--- src/rtl/uart_fifo.sv ---
// uart_fifo: buffered full-duplex UART with TX/RX FIFOs, 3-sample majority RX and error flags
// Ports:
//   clk, rst_n                  clock, asynchronous active-low reset
//   uart_tx_d/_dv/_dr           TX word, valid, ready (TX FIFO not full)
//   uart_rx_d/_dv/_dr           RX head word (fall-through), valid (RX FIFO not empty), consumer ready
//   parity_ok, framing_ok       status of the RX head word
//   rx_overflow, rx_break       sticky error flags, cleared by clr_errors
//   tx_level, rx_level          FIFO occupancies
//   uart_rx, uart_tx            serial pins, idle high
module uart_fifo_buf #(
  parameter int W = 8,
  parameter int DEPTH = 16,
  localparam int AW = $clog2(DEPTH),
  localparam int LW = $clog2(DEPTH + 1)
) (
  input  logic          clk,
  input  logic          rst_n,
  input  logic          push_i,
  input  logic          pop_i,
  input  logic [W-1:0]  wdata_i,
  output logic [W-1:0]  rdata_o,
  output logic [LW-1:0] level_o
);
  logic [W-1:0] mem_q [DEPTH];
  logic [AW-1:0] wr_q, rd_q;
  logic [LW-1:0] level_q;
  logic push_ok, pop_ok;
  assign pop_ok = pop_i && level_q != '0;
  // a full FIFO still accepts a push when the head leaves in the same cycle
  assign push_ok = push_i && (level_q != LW'(DEPTH) || pop_ok);
  always_ff @(posedge clk)
    if (push_ok) mem_q[wr_q] <= wdata_i;
  always_ff @(posedge clk or negedge rst_n)
    if (!rst_n) begin
      wr_q <= '0;
      rd_q <= '0;
      level_q <= '0;
    end else begin
      wr_q <= wr_q + AW'(push_ok);
      rd_q <= rd_q + AW'(pop_ok);
      level_q <= level_q + LW'(push_ok) - LW'(pop_ok);
    end
  assign rdata_o = mem_q[rd_q];
  assign level_o = level_q;
endmodule

module uart_fifo #(
  parameter int    CLK_FREQ = 100000000,
  parameter int    BAUD_RATE = 115200,
  parameter int    NR_BITS = 8,
  parameter string PARITY = "NONE",
  parameter int    STOP_BITS = 1,
  parameter int    FIFO_DEPTH = 16,
  localparam int   LW = $clog2(FIFO_DEPTH + 1)
) (
  input  logic               clk,
  input  logic               rst_n,
  input  logic [NR_BITS-1:0] uart_tx_d,
  input  logic               uart_tx_dv,
  output logic               uart_tx_dr,
  output logic [NR_BITS-1:0] uart_rx_d,
  output logic               uart_rx_dv,
  input  logic               uart_rx_dr,
  output logic               parity_ok,
  output logic               framing_ok,
  output logic               rx_overflow,
  output logic               rx_break,
  input  logic               clr_errors,
  output logic [LW-1:0]      tx_level,
  output logic [LW-1:0]      rx_level,
  input  logic               uart_rx,
  output logic               uart_tx
);
  localparam int BIT_CLKS = CLK_FREQ / BAUD_RATE;
  localparam int HALF = BIT_CLKS / 2;
  localparam int CW = $clog2(BIT_CLKS);
  localparam int BW = $clog2(NR_BITS);
  localparam bit PAR_EN = (PARITY != "NONE");
  localparam bit PAR_ODD = (PARITY == "ODD");

  if (BIT_CLKS < 4) begin : g_bad_baud
    $error("uart_fifo: CLK_FREQ/BAUD_RATE must be at least 4");
  end

  typedef enum logic [2:0] {T_IDLE, T_START, T_DATA, T_PAR, T_STOP} tx_st_t;
  typedef enum logic [2:0] {R_IDLE, R_START, R_DATA, R_PAR, R_STOP, R_WAIT} rx_st_t;

  logic [NR_BITS-1:0] tx_head;
  logic tx_pop;
  logic [NR_BITS+1:0] rx_head, rx_wdata;
  logic rx_push, rx_pop, rx_full;

  uart_fifo_buf #(.W(NR_BITS), .DEPTH(FIFO_DEPTH)) u_txf (
    .clk(clk), .rst_n(rst_n), .push_i(uart_tx_dv && uart_tx_dr), .pop_i(tx_pop),
    .wdata_i(uart_tx_d), .rdata_o(tx_head), .level_o(tx_level)
  );
  uart_fifo_buf #(.W(NR_BITS + 2), .DEPTH(FIFO_DEPTH)) u_rxf (
    .clk(clk), .rst_n(rst_n), .push_i(rx_push), .pop_i(rx_pop),
    .wdata_i(rx_wdata), .rdata_o(rx_head), .level_o(rx_level)
  );

  assign uart_tx_dr = tx_level != LW'(FIFO_DEPTH);
  assign uart_rx_dv = rx_level != '0;
  assign rx_pop = uart_rx_dv && uart_rx_dr;
  assign rx_full = rx_level == LW'(FIFO_DEPTH);
  // head fields are forced to their idle values while the FIFO is empty
  assign uart_rx_d = uart_rx_dv ? rx_head[NR_BITS-1:0] : '0;
  assign parity_ok = !uart_rx_dv || rx_head[NR_BITS];
  assign framing_ok = !uart_rx_dv || rx_head[NR_BITS+1];

  // TX
  tx_st_t tst_q, tst_d;
  logic [CW-1:0] tcnt_q, tcnt_d;
  logic [BW-1:0] tbit_q, tbit_d;
  logic [NR_BITS-1:0] tsh_q, tsh_d;
  logic tpar_q, tpar_d, txo_q, txo_d, t_end;

  assign t_end = tcnt_q == CW'(BIT_CLKS - 1);

  always_ff @(posedge clk or negedge rst_n)
    if (!rst_n) begin
      tst_q <= T_IDLE;
      tcnt_q <= '0;
      tbit_q <= '0;
      tsh_q <= '0;
      tpar_q <= 1'b0;
      txo_q <= 1'b1;
    end else begin
      tst_q <= tst_d;
      tcnt_q <= tcnt_d;
      tbit_q <= tbit_d;
      tsh_q <= tsh_d;
      tpar_q <= tpar_d;
      txo_q <= txo_d;
    end

  always_comb begin
    tst_d = tst_q;
    tcnt_d = tst_q == T_IDLE ? tcnt_q : t_end ? '0 : tcnt_q + CW'(1);
    tbit_d = tbit_q;
    tsh_d = tsh_q;
    tpar_d = tpar_q;
    tx_pop = 1'b0;
    case (tst_q)
      T_IDLE: tx_pop = tx_level != '0;
      T_START: if (t_end) begin
        tst_d = T_DATA;
        tbit_d = '0;
      end
      T_DATA: if (t_end) begin
        tsh_d = tsh_q >> 1;
        tbit_d = tbit_q + BW'(1);
        if (tbit_q == BW'(NR_BITS - 1)) begin
          tst_d = PAR_EN ? T_PAR : T_STOP;
          tbit_d = '0;
        end
      end
      T_PAR: if (t_end) tst_d = T_STOP;
      T_STOP: if (t_end) begin
        tbit_d = tbit_q + BW'(1);
        if (tbit_q == BW'(STOP_BITS - 1)) begin
          tst_d = T_IDLE;
          tx_pop = tx_level != '0;
        end
      end
      default: tst_d = T_IDLE;
    endcase
    // popping from IDLE or the last stop bit starts the next frame with no gap
    if (tx_pop) begin
      tst_d = T_START;
      tcnt_d = '0;
      tsh_d = tx_head;
      tpar_d = ^tx_head ^ PAR_ODD;
    end
  end

  // the line is registered, so it follows the state one clock later
  always_comb
    txo_d = tst_q == T_START ? 1'b0 : tst_q == T_DATA ? tsh_q[0] : tst_q == T_PAR ? tpar_q : 1'b1;

  assign uart_tx = txo_q;

  // RX
  rx_st_t rst_q, rst_d;
  logic s1_q, s2_q;
  logic [CW-1:0] rcnt_q, rcnt_d;
  logic [BW-1:0] rbit_q, rbit_d;
  logic [NR_BITS-1:0] rsh_q, rsh_d;
  logic [1:0] smp_q, smp_d;
  logic rv_q, rv_d, rpok_q, rpok_d, ovf_q, ovf_d, brk_q, brk_d;
  logic rxd, r_end, maj, cur;

  assign rxd = s2_q;
  assign r_end = rcnt_q == CW'(BIT_CLKS - 1);
  assign maj = (smp_q[1] & smp_q[0]) | (smp_q[1] & rxd) | (smp_q[0] & rxd);
  // the third sample may coincide with the bit's last clock, so use the live vote then
  assign cur = rcnt_q == CW'(HALF + 1) ? maj : rv_q;
  assign rx_wdata = {cur, rpok_q, rsh_q};

  always_ff @(posedge clk or negedge rst_n)
    if (!rst_n) begin
      s1_q <= 1'b1;
      s2_q <= 1'b1;
      rst_q <= R_IDLE;
      rcnt_q <= '0;
      rbit_q <= '0;
      rsh_q <= '0;
      smp_q <= '0;
      rv_q <= 1'b1;
      rpok_q <= 1'b1;
      ovf_q <= 1'b0;
      brk_q <= 1'b0;
    end else begin
      s1_q <= uart_rx;
      s2_q <= s1_q;
      rst_q <= rst_d;
      rcnt_q <= rcnt_d;
      rbit_q <= rbit_d;
      rsh_q <= rsh_d;
      smp_q <= smp_d;
      rv_q <= rv_d;
      rpok_q <= rpok_d;
      ovf_q <= ovf_d;
      brk_q <= brk_d;
    end

  always_comb begin
    rst_d = rst_q;
    rcnt_d = r_end ? '0 : rcnt_q + CW'(1);
    rbit_d = rbit_q;
    rsh_d = rsh_q;
    smp_d = (rcnt_q == CW'(HALF - 1) || rcnt_q == CW'(HALF)) ? {smp_q[0], rxd} : smp_q;
    rv_d = rcnt_q == CW'(HALF + 1) ? maj : rv_q;
    rpok_d = rpok_q;
    rx_push = 1'b0;
    case (rst_q)
      // the clock that first sees the low line counts as clock 0 of the start bit
      R_IDLE: if (!rxd) begin
        rst_d = R_START;
        rcnt_d = CW'(1);
      end
      R_START: if (r_end) begin
        rst_d = cur ? R_IDLE : R_DATA;
        rbit_d = '0;
        rpok_d = 1'b1;
      end
      R_DATA: if (r_end) begin
        rsh_d = {cur, rsh_q[NR_BITS-1:1]};
        rbit_d = rbit_q + BW'(1);
        if (rbit_q == BW'(NR_BITS - 1)) rst_d = PAR_EN ? R_PAR : R_STOP;
      end
      R_PAR: if (r_end) begin
        rpok_d = ((^rsh_q) ^ cur) == PAR_ODD;
        rst_d = R_STOP;
      end
      R_STOP: if (r_end) begin
        rx_push = 1'b1;
        rst_d = cur ? R_IDLE : R_WAIT;
      end
      R_WAIT: if (rxd) rst_d = R_IDLE;
      default: rst_d = R_IDLE;
    endcase
    ovf_d = clr_errors ? 1'b0 : (rx_push && rx_full && !rx_pop) ? 1'b1 : ovf_q;
    brk_d = clr_errors ? 1'b0 : (rx_push && rsh_q == '0 && !cur) ? 1'b1 : brk_q;
  end

  assign rx_overflow = ovf_q;
  assign rx_break = brk_q;
endmodule

--- config.mk ---
export PLATFORM = sky130hd
export DESIGN_NAME = uart_fifo
export DESIGN_NICKNAME = d
export VERILOG_FILES = /design/src/rtl/uart_fifo.sv
export SDC_FILE = /design/constraint.sdc
export NUM_CORES = 1
export LEC_CHECK = 0
export CAP_MARGIN = 25
export CORE_MARGIN = 2
export CORE_UTILIZATION = 40
export CTS_CLUSTER_SIZE = 40
export DETAILED_ROUTE_END_ITERATION = 10
export DONT_BUFFER_PORTS = 1
export PLACE_DENSITY_LB_ADDON = 0.3
export REMOVE_ABC_BUFFERS = 1
export SLEW_MARGIN = 10
export SYNTH_ARGS = -nofsm -noshare
export SYNTH_HDL_FRONTEND = slang
export SYNTH_SLANG_ARGS = --single-unit
--- constraint.sdc ---
create_clock -name clk -period 3.48 [get_ports clk]
set_input_delay 0.696 -clock clk [delete_from_list [all_inputs] [get_ports clk]]
set_output_delay 0.696 -clock clk [all_outputs]
set_load 0.03 [all_outputs]
======== After elaboration in Yosys (flattened, before gate mapping) ========
Memories as Yosys holds them, arrays and structs flattened.
Index checks and enable logic that the tools add are counted.
word-level totals
  RAM bits ................................ 288
  bits of input ports ..................... 14
  output and inout port bits .............. 25
  register bits ........................... 84
  word-level logic and storage cells ...... 176
  memories kept ........................... 2
operators by class
  bitwise gates (word level) .............. 7
  reductions and logical operators ........ 40
  equality and inequality tests ........... 36
  add/subtract/negate cells ............... 12
  multiplexer cells ....................... 56
memories
  memory       words  width  rd ports  clocked after Yosys merged registers in  wr ports  RTL line  source
  u_rxf.mem_q  16     10     1         0                                        1         24        logic [W-1:0] mem_q [DEPTH];
  u_txf.mem_q  16     8      1         0                                        1         24
operators by type and width
  cell                     count
  $mux W3                  21
  $mux W10                 6
  $mux W8                  4
  $eq A10 B9 Y1 const B    3
  $add A10 B1 Y10 const B  2
  $eq A10 B10 Y1 const B   2
  $ne A2 B2 Y1 const B     10
  $mux W1                  18
  $ne A3 B2 Y1 const B     6
  $pmux W3 S6              1
  $add A4 B1 Y4            4
  $reduce_xor A8 Y1        2
  $eq A3 B3 Y1 const B     5
  $pmux W3 S5              1
  $reduce_and A7 Y1        2
  $eq A3 B2 Y1 const B     4
  $reduce_bool A2 Y1       6
  $add A5 B1 Y5            2
  $logic_and A1 B1 Y1      10
  $ne A5 B5 Y1 const B     2
  $reduce_bool A5 Y1       2
  $sub A5 B1 Y5            2
  $logic_not A3 Y1         3
  $pmux W3 S3              1
  other kinds (18)         32

======== Longest topological paths before layout ========
Gate-level depths: netlist of the first run.
  word-level depth ........................ 9
  mapped depth ............................ 18

======== Hierarchy ========
From an unflattened synthesis of the first run, not the netlist that was laid out.
unflattened totals
  cell total of the unflattened synthesis .. 1,006
  area, all modules ....................... 15,762.6 um2
modules (own cells, without submodules)
  module                 times used  cells an instance  sequential area each (um2)  area each (um2)
  uart_fifo_buf (u_rxf)  1           362                5,129.9                     6,850.3
  uart_fifo_buf (u_txf)  1           307                4,169.0                     5,698.0
  uart_fifo              1           337                1,457.6                     3,214.3

======== Least setup slack after synthesis of the first run ========
OpenSTA, ideal clock, no wires.
  path kind ............................... register to register
  start ................................... register tcnt_q[0]
  end ..................................... register u_txf.level_q[4], in the netlist u_txf.level_o[4]
  library setup time ...................... 125 ps
  cell stages (with the launch flop) ...... 19
  slack ................................... 248 ps
  arrival ................................. 3,107 ps
  cell sequence ........................... dfrtp_1 ha_1 or4b_4 nor4_4 nand3b_1 nand2_1 nand3_1 inv_1 buf_4 nand2b_1 nand2_1 ha_1 inv_1 fa_1 inv_1 a21oi_1 nor2_1 nor2_1 xnor2_1
between the ends
  longest elaborated chain between the ends .. 8
ends and longest elaborated chain
  item                     RTL line  source
  from (decl)              113       logic [CW-1:0] tcnt_q, tcnt_d;
  from (signal assigned)   130       tcnt_q <= tcnt_d;
  $eq A10 B10 Y1 (*)       118       assign t_end = tcnt_q == CW'(BIT_CLKS - 1);
  $mux W1 (*)              159       T_STOP: if (t_end) begin
  $pmux W1 S2 (*)          144       case (tst_q)
  $logic_and A1 B1 Y1 (*)  28        assign pop_ok = pop_i && level_q != '0;
  $logic_or A1 B1 Y1       30        assign push_ok = push_i && (level_q != LW'(DEPTH) || pop_ok);
  $logic_and A1 B1 Y1      30
  $add A5 B1 Y5            41        level_q <= level_q + LW'(push_ok) - LW'(pop_ok);
  $sub A5 B1 Y5 (*)        41
  to (signal assigned)     41
  to (decl)                26        logic [LW-1:0] level_q;
Every way passes the cells marked *; elsewhere a longest branch is shown, timed or not.
A chain may end at the register's enable or synchronous reset.

======== Worst setup path after layout of the first run ========
  start ................................... register u_rxf.rd_q[0]
  end ..................................... output port framing_ok
between the ends
  longest elaborated chain between the ends .. 2
ends and longest elaborated chain
  item                    RTL line  source
  from (decl)             25        logic [AW-1:0] wr_q, rd_q;
  from (signal assigned)  40        rd_q <= rd_q + AW'(pop_ok);
  $mem_v2 Z16 W10         --
  $logic_or A1 B1 Y1      109       assign framing_ok = !uart_rx_dv || rx_head[NR_BITS+1];
  to (decl)               65        output logic framing_ok,
No other way between the ends.

==> flow_summary.yaml, run 1 <==
setup_path:
  reg2regPathDepth: 17
  crit_fanout: 12
  path_class: "register to output pin"
  crit_chain: "buf_12 -> mux4_2 -> mux4_2 -> or2_2"
  critPathMostFrequentCell: "mux4_2"
  slowest_delay_ns: 0.57
  r2r_setup_slack_ns: 0.37
  crit_path_end_kind: "output pin"
  crit_arrival_ns: 2.62
  worstPathRequired_ns: 2.78
  setup.worst_path.start_class: "register"
  critPathSlowestCell: "dfrtp_4"
  reg2reg_from: "tcnt_q[0]"
  r2r-end: "u_txf.level_o[4]"
synth:
  synthArstFlopShare_pct: 22.6
  synth_flop_cell: "edfxtp_1"
  synth.avg_cell_area_sq_um: 16.2
  yosysUniqueCellTypes: 56
  synth_warnings: 0
  ys_seq_area_share_pct: 69.5
  synth_seq_cells: 372
  synth_cells: 954
  synth_area_sq_mm: 0.0155
  synth_top_area_share_pct: 55.9
  synth_edf_count: 288
  synth_top_area_cell: "edfxtp_1"
  ys_top_cells_by_area: "edfxtp_1 56%, dfrtp_1 13%, mux4_2 8.4%"
cells_and_area:
  n_antenna_cell: 0
  final_common_cell: "edfxtp_1"
  fillers: 3362
  nNetsFinal: 1064
  syn2layout_area_growth_pct: 14.8
  final_cell_mix: "288 x edfxtp_1, 77 x dfrtp_1, 68 x nor2_1, 60 x nand2_1, 59 x buf_4"
  drive_gt1_share_pct: 20.3
global_routing:
  grt_pass1_wl_mm: 47.7
  grt_overflow: 0
  grt_pass1_vias: 8284
  grt_usage_pct: 15.3
  antenna_found_initial: 0
  grt_max_degree: 85
floorplan:
  initial_core_util_pct: 40.2
  die_area_sq_mm: 0.0403
  num_io_pins: 39
  fp-row-count: 72
  core-area_sq_mm: 0.0385
  die_y_um: 201
  die_w_um: 201
clock_tree:
  cts_tree: "done"
  clkTransAtPathRegs_ns: 0.06
  clk_path_buf_depth: 3
  worst_skew_pair.late_latency_ns: 0.55
  cts_buffers: 40
  clock_tree.root_cell: "clkbuf_16"
  htreeDepth: 2
  clkSinkCount: 372
power:
  vdd_ir_drop_max_v: 0.000508
  power_uw: 11400
  cellLeakagePower_uw: 0.00676
  power_density_mw_per_mm2: 641
placed_design:
  dpl.hpwl_mm: 19.1
  pre_cts_ws_ns: 0.271
  port_buffers: 0
  gp_congestion: 0.775
routing:
  vias_per_cell: 5.16
  drt_wl_total_mm: 29.9
  drtIter0Drc: 554
  wire_per_inst_um: 19.1
  drtPass1Iterations: 4
  drc: 0
  final_antenna_net_count: 0
  via_count: 8075
sta:
  timing.hold.ws_ns: 0.0566
  hold_violations: 0
  worst_slew_pin_slew_ns: 0.762
  fin_skew_ns: 0.0208
  finalMaxSlewViolations: 0
  post-route-min-period_ns: 3.32
  finalSetupTns_ns: 0
  slew_headroom_pct: 49.1
  fmax_mhz: 301
  rsz0062_at_grt: "false"
  fin_ws_ns: 0.162
  fin_crit_sh_pct: 95.3
  finalSetupViolCount: 0
worst_hold_path:
  hp-class: "primary input to async pin"
status:
  outcome: "completed"
job:
  maxCapViolations: 0
## logic make-up after synthesis
kind of cell	Yosys count	share of synthesized area (%)
adder cells (fa/ha/maj)	35	2.91
multiplexers	94	10.8
XOR/XNOR	43	2.43
buffers and inverters	75	2.03
AO/OA/AOI/OAI	109	4.85
flip-flops	372	69.5
AND/OR/NAND/NOR	226	7.50
## what timing repair did
action	in CTS	in global routing
endpoints found under the setup margin	0	5
endpoints found under the hold margin	84	0
hold buffers	1	0
gates resized for setup	0	1
setup buffers	0	6
## layout make-up
cell class              instances  area (sq um)  area share, %
inverters                      32           120          0.676
flip-flops and latches        372         10800           60.6
well taps                     518           648           3.65
clock buffers                  58          1140           6.42
multi-input cells             507          4420           24.9
repair buffers                 63           531           2.99
clock inverters                14           150          0.845
## worst max path at each step
| stage | start | to | slack, ns |
|---|---|---|---|
| after global routing | tcnt_q[0] | u_txf.level_o[4] | 0.07 |
| after CTS | u_rxf.rd_q[0] | uart_rx_d[2] | 0.001 |
| final | u_rxf.rd_q[0] | framing_ok | 0.16 |
| after detailed placement | tcnt_q[0] | u_txf.level_o[4] | 0.27 |
| after floorplan | u_rxf.rd_q[0] | framing_ok | -0.77 |
| after global placement | tcnt_q[0] | u_txf.level_o[4] | 0.38 |
## routing by layer
metal | global-route usage, % | share of wire, % | vias to the layer above | wire (um)
met4 | 5.71 | 2.5 | 0 | 751
met2 | 25.7 | 50 | 193 | 14900
li1 | - | - | 3780 | -
met1 | 19.7 | 42 | 4050 | 12600
met3 | 3.28 | 5.6 | 52 | 1670
met5 | 0 | 0 | - | 0
## cell usage after synthesis (6+ instances only)
cell type and n:
edfxtp_1 288, dfrtp_1 79, nor2_1 68, nand2_1 60, mux4_2 58, ha_1 32, mux2i_1 32, inv_1 31
xnor2_1 27, clkbuf_1 26, o21ai_0 23, a22oi_1 16, nand3_1 16, o221ai_1 16, xor2_1 16, a21oi_1 15
nand2b_1 13, nor3_1 13, a211oi_1 10, o22ai_1 9, buf_2 8, nand3b_1 8, a221o_1 6, and2_2 6
nand4_1 6
## critical path: cells and delay by family, from the launching register on
family                 cells  cell delay (ns)
and+or+nand+nor            1             0.38
DFF                        1             0.57
buffers and inverters      1             0.16
muxes                      2             0.97
## registers in the layout, indices dropped and copies added, names as in the netlist, 4 cells and up
register / cells
rcnt_q: 10
rsh_q: 8
tcnt_q: 10
tsh_q: 8
u_rxf.level_o: 5
u_rxf.mem_q: 160
u_rxf.rd_q: 4
u_rxf.wr_q: 4
u_txf.level_o: 5
u_txf.mem_q: 128
u_txf.rd_q: 4
u_txf.wr_q: 4
## through the flow
step | cell area [sq um] | std cells | utilization, %
global route | 17800 | 1564 | 46.2
floorplan | 15300 | 911 | -
CTS | 17700 | 1558 | 46.0
global placement | 16400 | 1485 | 42.6
finish | 17800 | 1564 | 46.2
detailed placement | 16400 | 1485 | 42.6
## report_power, final
group / internal [uW] / switching (uW)
sequential: 5040 / 351
clock: 2500 / 1660
combinational: 808 / 1030
total: 8350 / 3030
No activity file was read; power rests on OpenSTA's default activity.
==> run 2: changes to the inputs <==
==> constraint.sdc (replaced) <==
create_clock -name clk -period 3.2 [get_ports clk]
set_input_delay 0.64 -clock clk [delete_from_list [all_inputs] [get_ports clk]]
set_output_delay 0.64 -clock clk [all_outputs]
set_load 0.03 [all_outputs]
==> flow_summary.yaml, run 2 (synthesis results as in run 1) <==
routing:
  final_antenna_net_count: 0
  vias_per_cell: 5.11
  wire_per_inst_um: 18.8
  drtPass1Iterations: 4
  drtIter0Drc: 513
  drc: 0
  via_count: 8079
  drt_wl_total_mm: 29.7
global_routing:
  grt_max_degree: 85
  antenna_found_initial: 0
  grt_pass1_wl_mm: 47.5
  grt_pass1_vias: 8333
  grt_overflow: 0
  grt_usage_pct: 15.3
clock_tree:
  clkTransAtPathRegs_ns: 0.06
  clkSinkCount: 372
  clk_path_buf_depth: 3
  cts_tree: "done"
  cts_buffers: 41
  htreeDepth: 2
  clock_tree.root_cell: "clkbuf_16"
  worst_skew_pair.late_latency_ns: 0.56
job:
  maxCapViolations: 0
setup_path:
  crit_path_end_kind: "output pin"
  path_class: "register to output pin"
  crit_arrival_ns: 2.48
  setup.worst_path.start_class: "register"
  crit_fanout: 5
  worstPathRequired_ns: 2.56
  reg2regPathDepth: 6
sta:
  finalMaxSlewViolations: 0
  hold_violations: 0
  fmax_mhz: 320
  slew_headroom_pct: 56.6
  worst_slew_pin_slew_ns: 0.647
  fin_skew_ns: 0.0204
  timing.hold.ws_ns: 0.0868
  fin_ws_ns: 0.0768
  finalSetupViolCount: 0
  post-route-min-period_ns: 3.12
  fin_crit_sh_pct: 97.6
  finalSetupTns_ns: 0
cells_and_area:
  final_cell_mix: "288 x edfxtp_1, 76 x dfrtp_1, 68 x nor2_1, 68 x buf_4, 60 x nand2_1"
  largest_register: "u_rxf.mem_q"
  syn2layout_area_growth_pct: 16.5
  fillers: 3292
  final_common_cell: "edfxtp_1"
  regArea_sq_mm: 0.0108
  nNetsFinal: 1079
  multi_input_area_sq_mm: 0.00445
  largest_register_ffs: 160
  n_antenna_cell: 0
  top_regs: "u_rxf.mem_q (160), u_txf.mem_q (128)"
  drive_gt1_share_pct: 21.8
status:
  outcome: "completed"
worst_hold_path:
  hold_depth: 0
  hp-class: "primary input to register"
power:
  power_density_mw_per_mm2: 709
  vdd_ir_drop_max_v: 0.000472
  cellLeakagePower_uw: 0.00688
placed_design:
  port_buffers: 0
  pre_cts_ws_ns: 0.176
  dpl.hpwl_mm: 19.0
  gp_congestion: 0.779
floorplan:
  initial_core_util_pct: 40.2
  die_area_sq_mm: 0.0403
  fp-row-count: 72
  die_y_um: 201
  num_io_pins: 39
  core-area_sq_mm: 0.0385
  die_w_um: 201
## run 2: changes by cell type in the layout (fill, tap and decap cells not counted), moves of 3 or more
cell,previous run,this run
clkbuf_8,5,0
bufinv_16,3,6
o221ai_1,16,13
clkinv_1,3,8
buf_4,59,68
o221ai_2,0,3
## run 2: worst paths after layout
kind                                    start                 to  slack (ns)
worst max-delay path            u_rxf.rd_q[0]         framing_ok        0.08
worst min-delay path                  uart_rx               s1_q        0.09
worst max register to register      rcnt_q[2]  u_rxf.mem_q[0][4]        0.19
worst min register to register           s1_q                rxd        0.35
max in group asynchronous               rst_n            uart_tx        2.18
min in group asynchronous               rst_n          rbit_q[1]        0.64
## run 2: stage by stage
step,instance area (sq um),cells,power [uW],utilization [%]
2_1_floorplan,15300,911,7250,-
3_3_place_gp,16500,1499,7940,42.9
3_5_place_dp,16500,1499,7970,42.9
4_1_cts,18000,1581,12900,46.8
5_1_grt,18000,1582,13300,46.9
6_report,18000,1582,12800,46.9
## run 2: power by group
group          switching (uW)  total [uW]  internal, uW  leakage, uW
clock network            1880        4800          2910     0.000671
registers                 270        5750          5480      0.00407
logic                    1280        2240           960      0.00213
## run 2: timing repair
action,CTS,global route
endpoints found under the hold margin,84,0
buffers inserted,4,2
pin swaps,0,1
endpoints found under the setup margin,10,7
gates resized for setup,8,6
hold buffers,2,0
## run 2: metal layers
layer | track usage (%) | part of all wire, % | up-vias
met4 | 5.56 | 2.7 | 0
li1 | - | - | 3809
met2 | 25.1 | 49 | 137
met1 | 19.9 | 44 | 4088
met5 | 0 | 0 | -
met3 | 3.73 | 4.7 | 45
## run 2: final cells by class
cell class                      count  area share [%]
Inverter                           32           0.673
Tap cell                          518            3.59
Sequential cell                   372            59.7
Clock inverter                     24            1.66
Multi-Input combinational cell    507            24.7
Timing Repair Buffer               77            3.71
Clock buffer                       52            6.04
## run 2: worst max-delay path: stages, from the launching register on
cell,delay (ns)
dfrtp_4,0.46
buf_8,0.16
mux4_2,0.50
mux4_2,0.50
or2_4,0.29
==> run 3: changes to the inputs <==
--- a/config.mk
+++ b/config.mk
@@ -5,7 +5,6 @@
 export SDC_FILE = /design/constraint.sdc
 export NUM_CORES = 1
 export LEC_CHECK = 0
-export CAP_MARGIN = 25
 export CORE_MARGIN = 2
 export CORE_UTILIZATION = 40
 export CTS_CLUSTER_SIZE = 40
@@ -13,6 +12,7 @@
 export DONT_BUFFER_PORTS = 1
 export PLACE_DENSITY_LB_ADDON = 0.3
 export REMOVE_ABC_BUFFERS = 1
+export SKIP_CTS_REPAIR_TIMING = 1
 export SLEW_MARGIN = 10
 export SYNTH_ARGS = -nofsm -noshare
 export SYNTH_HDL_FRONTEND = slang
==> flow_summary.yaml, run 3 (synthesis results as in run 1) <==
setup_path:
  crit_fanout: 5
  setup.worst_path.start_class: "register"
  crit_path_end_kind: "output pin"
  crit_arrival_ns: 2.48
  worstPathRequired_ns: 2.56
  path_class: "register to output pin"
routing:
  wire_per_inst_um: 18.8
  drt_wl_total_mm: 29.7
  drtIter0Drc: 508
  final_antenna_net_count: 0
  vias_per_cell: 5.08
  drc: 0
  via_count: 8039
  drtPass1Iterations: 5
power:
  power_frac_clock_pct: 37.5
  power_density_mw_per_mm2: 708
  p_int_uw: 9360
  p_switching_uw: 3410
  netSwitchingFraction_pct: 26.7
  seq_power_share_pct: 45.1
  power_uw: 12800
  cellLeakagePower_uw: 0.00687
  vdd_ir_drop_max_v: 0.000472
  comb_power_share_pct: 17.5
floorplan:
  num_io_pins: 39
  die_y_um: 201
  die_w_um: 201
  core-area_sq_mm: 0.0385
  fp-row-count: 72
  initial_core_util_pct: 40.2
  die_area_sq_mm: 0.0403
cells_and_area:
  final_cell_mix: "288 x edfxtp_1, 75 x dfrtp_1, 68 x nor2_1, 68 x buf_4, 60 x nand2_1"
  finalCoreUtilization_pct: 46.9
  largest_register_ffs: 160
  n_antenna_cell: 0
  regArea_sq_mm: 0.0108
  multi_input_area_sq_mm: 0.00444
  syn2layout_area_growth_pct: 16.5
  drive_gt1_share_pct: 21.9
  final_common_cell: "edfxtp_1"
  largest_register: "u_rxf.mem_q"
  nNetsFinal: 1079
  design_area_sq_mm: 0.0180
  fillers: 3288
  top_regs: "u_rxf.mem_q (160), u_txf.mem_q (128)"
  fin_cells: 1582
clock_tree:
  clk_path_buf_depth: 3
  clkTransAtPathRegs_ns: 0.06
  cts_tree: "done"
  htreeDepth: 2
  clkSinkCount: 372
  cts_buffers: 41
  worst_skew_pair.late_latency_ns: 0.56
  clock_tree.root_cell: "clkbuf_16"
global_routing:
  grt_usage_pct: 15.2
  grt_pass1_vias: 8323
  grt_pass1_wl_mm: 47.1
  antenna_found_initial: 0
  grt_overflow: 0
  grt_max_degree: 85
worst_hold_path:
  hp-class: "primary input to register"
placed_design:
  place_area_sq_mm: 0.0165
  dpl.hpwl_mm: 19.0
  dp.cells: 1499
  port_buffers: 0
  gp_congestion: 0.779
status:
  outcome: "completed"
sta:
  post-route-min-period_ns: 3.12
  slew_headroom_pct: 56.3
  finalMaxSlewViolations: 0
  finalSetupViolCount: 0
  fin_crit_sh_pct: 97.4
  fin_skew_ns: 0.0176
  finalSetupTns_ns: 0
  worst_slew_pin_slew_ns: 0.652
  fmax_mhz: 321
  hold_violations: 0
job:
  maxCapViolations: 0
[run 3: cell count changes in the layout (fill, tap and decap cells not counted), sizes merged]
cell      previous run  this run
clkinv              16        15
clkinvlp             1         2
[run 3: worst paths after layout]
path | start | end | slack, ns | cells after the start
max in group asynchronous | rst_n | uart_tx | 2.18 | 2
worst min-delay path | uart_rx | s1_q | 0.09 | 0
worst max register to register | rcnt_q[2] | u_rxf.mem_q[0][4] | 0.20 | 6
worst min register to register | s1_q | rxd | 0.35 | 0
worst max-delay path | u_rxf.rd_q[0] | framing_ok | 0.08 | 4
min in group asynchronous | rst_n | rbit_q[1] | 0.65 | 2
[run 3: per-stage QoR]
step | setup WS (ns) | hold WS (ns)
2_1_floorplan | -0.990 | 0.344
3_3_place_gp | 0.232 | 0.345
3_5_place_dp | 0.176 | 0.349
4_1_cts | -0.224 | -0.275
5_1_grt | -0.00386 | 0.0498
6_report | 0.0835 | 0.0864
[run 3: metal layers]
layer | vias up | GRT usage [%] | wire length (um)
met3 | 45 | 3.75 | 1390
met1 | 4040 | 19.6 | 13000
met2 | 142 | 25.0 | 14500
li1 | 3812 | - | -
met5 | - | 0 | 0
met4 | 0 | 5.61 | 814
[run 3: worst max-delay path, stage by stage (launching register included)]
cell and delay [ns]:
dfrtp_4 0.45, buf_6 0.17, mux4_2 0.51, mux4_2 0.49, or2_4 0.29
[run 3: power by group through the flow]
stage	registers [uW]	clock network [uW]	logic, uW
4_1_cts	5820	4910	2070
6_report	5760	4790	2230
3_5_place_dp	5920	0	2060
5_1_grt	5790	5110	2430
3_3_place_gp	5900	0	2040
2_1_floorplan	6040	0	1210
[run 3: layout make-up]
| type | instances | area share [%] |
|---|---|---|
| repair buffers | 77 | 3.71 |
| inverters | 32 | 0.687 |
| well taps | 518 | 3.59 |
| multi-input cells | 507 | 24.6 |
| clock buffers | 52 | 6.03 |
| flip-flops and latches | 372 | 59.7 |
| clock inverters | 24 | 1.66 |
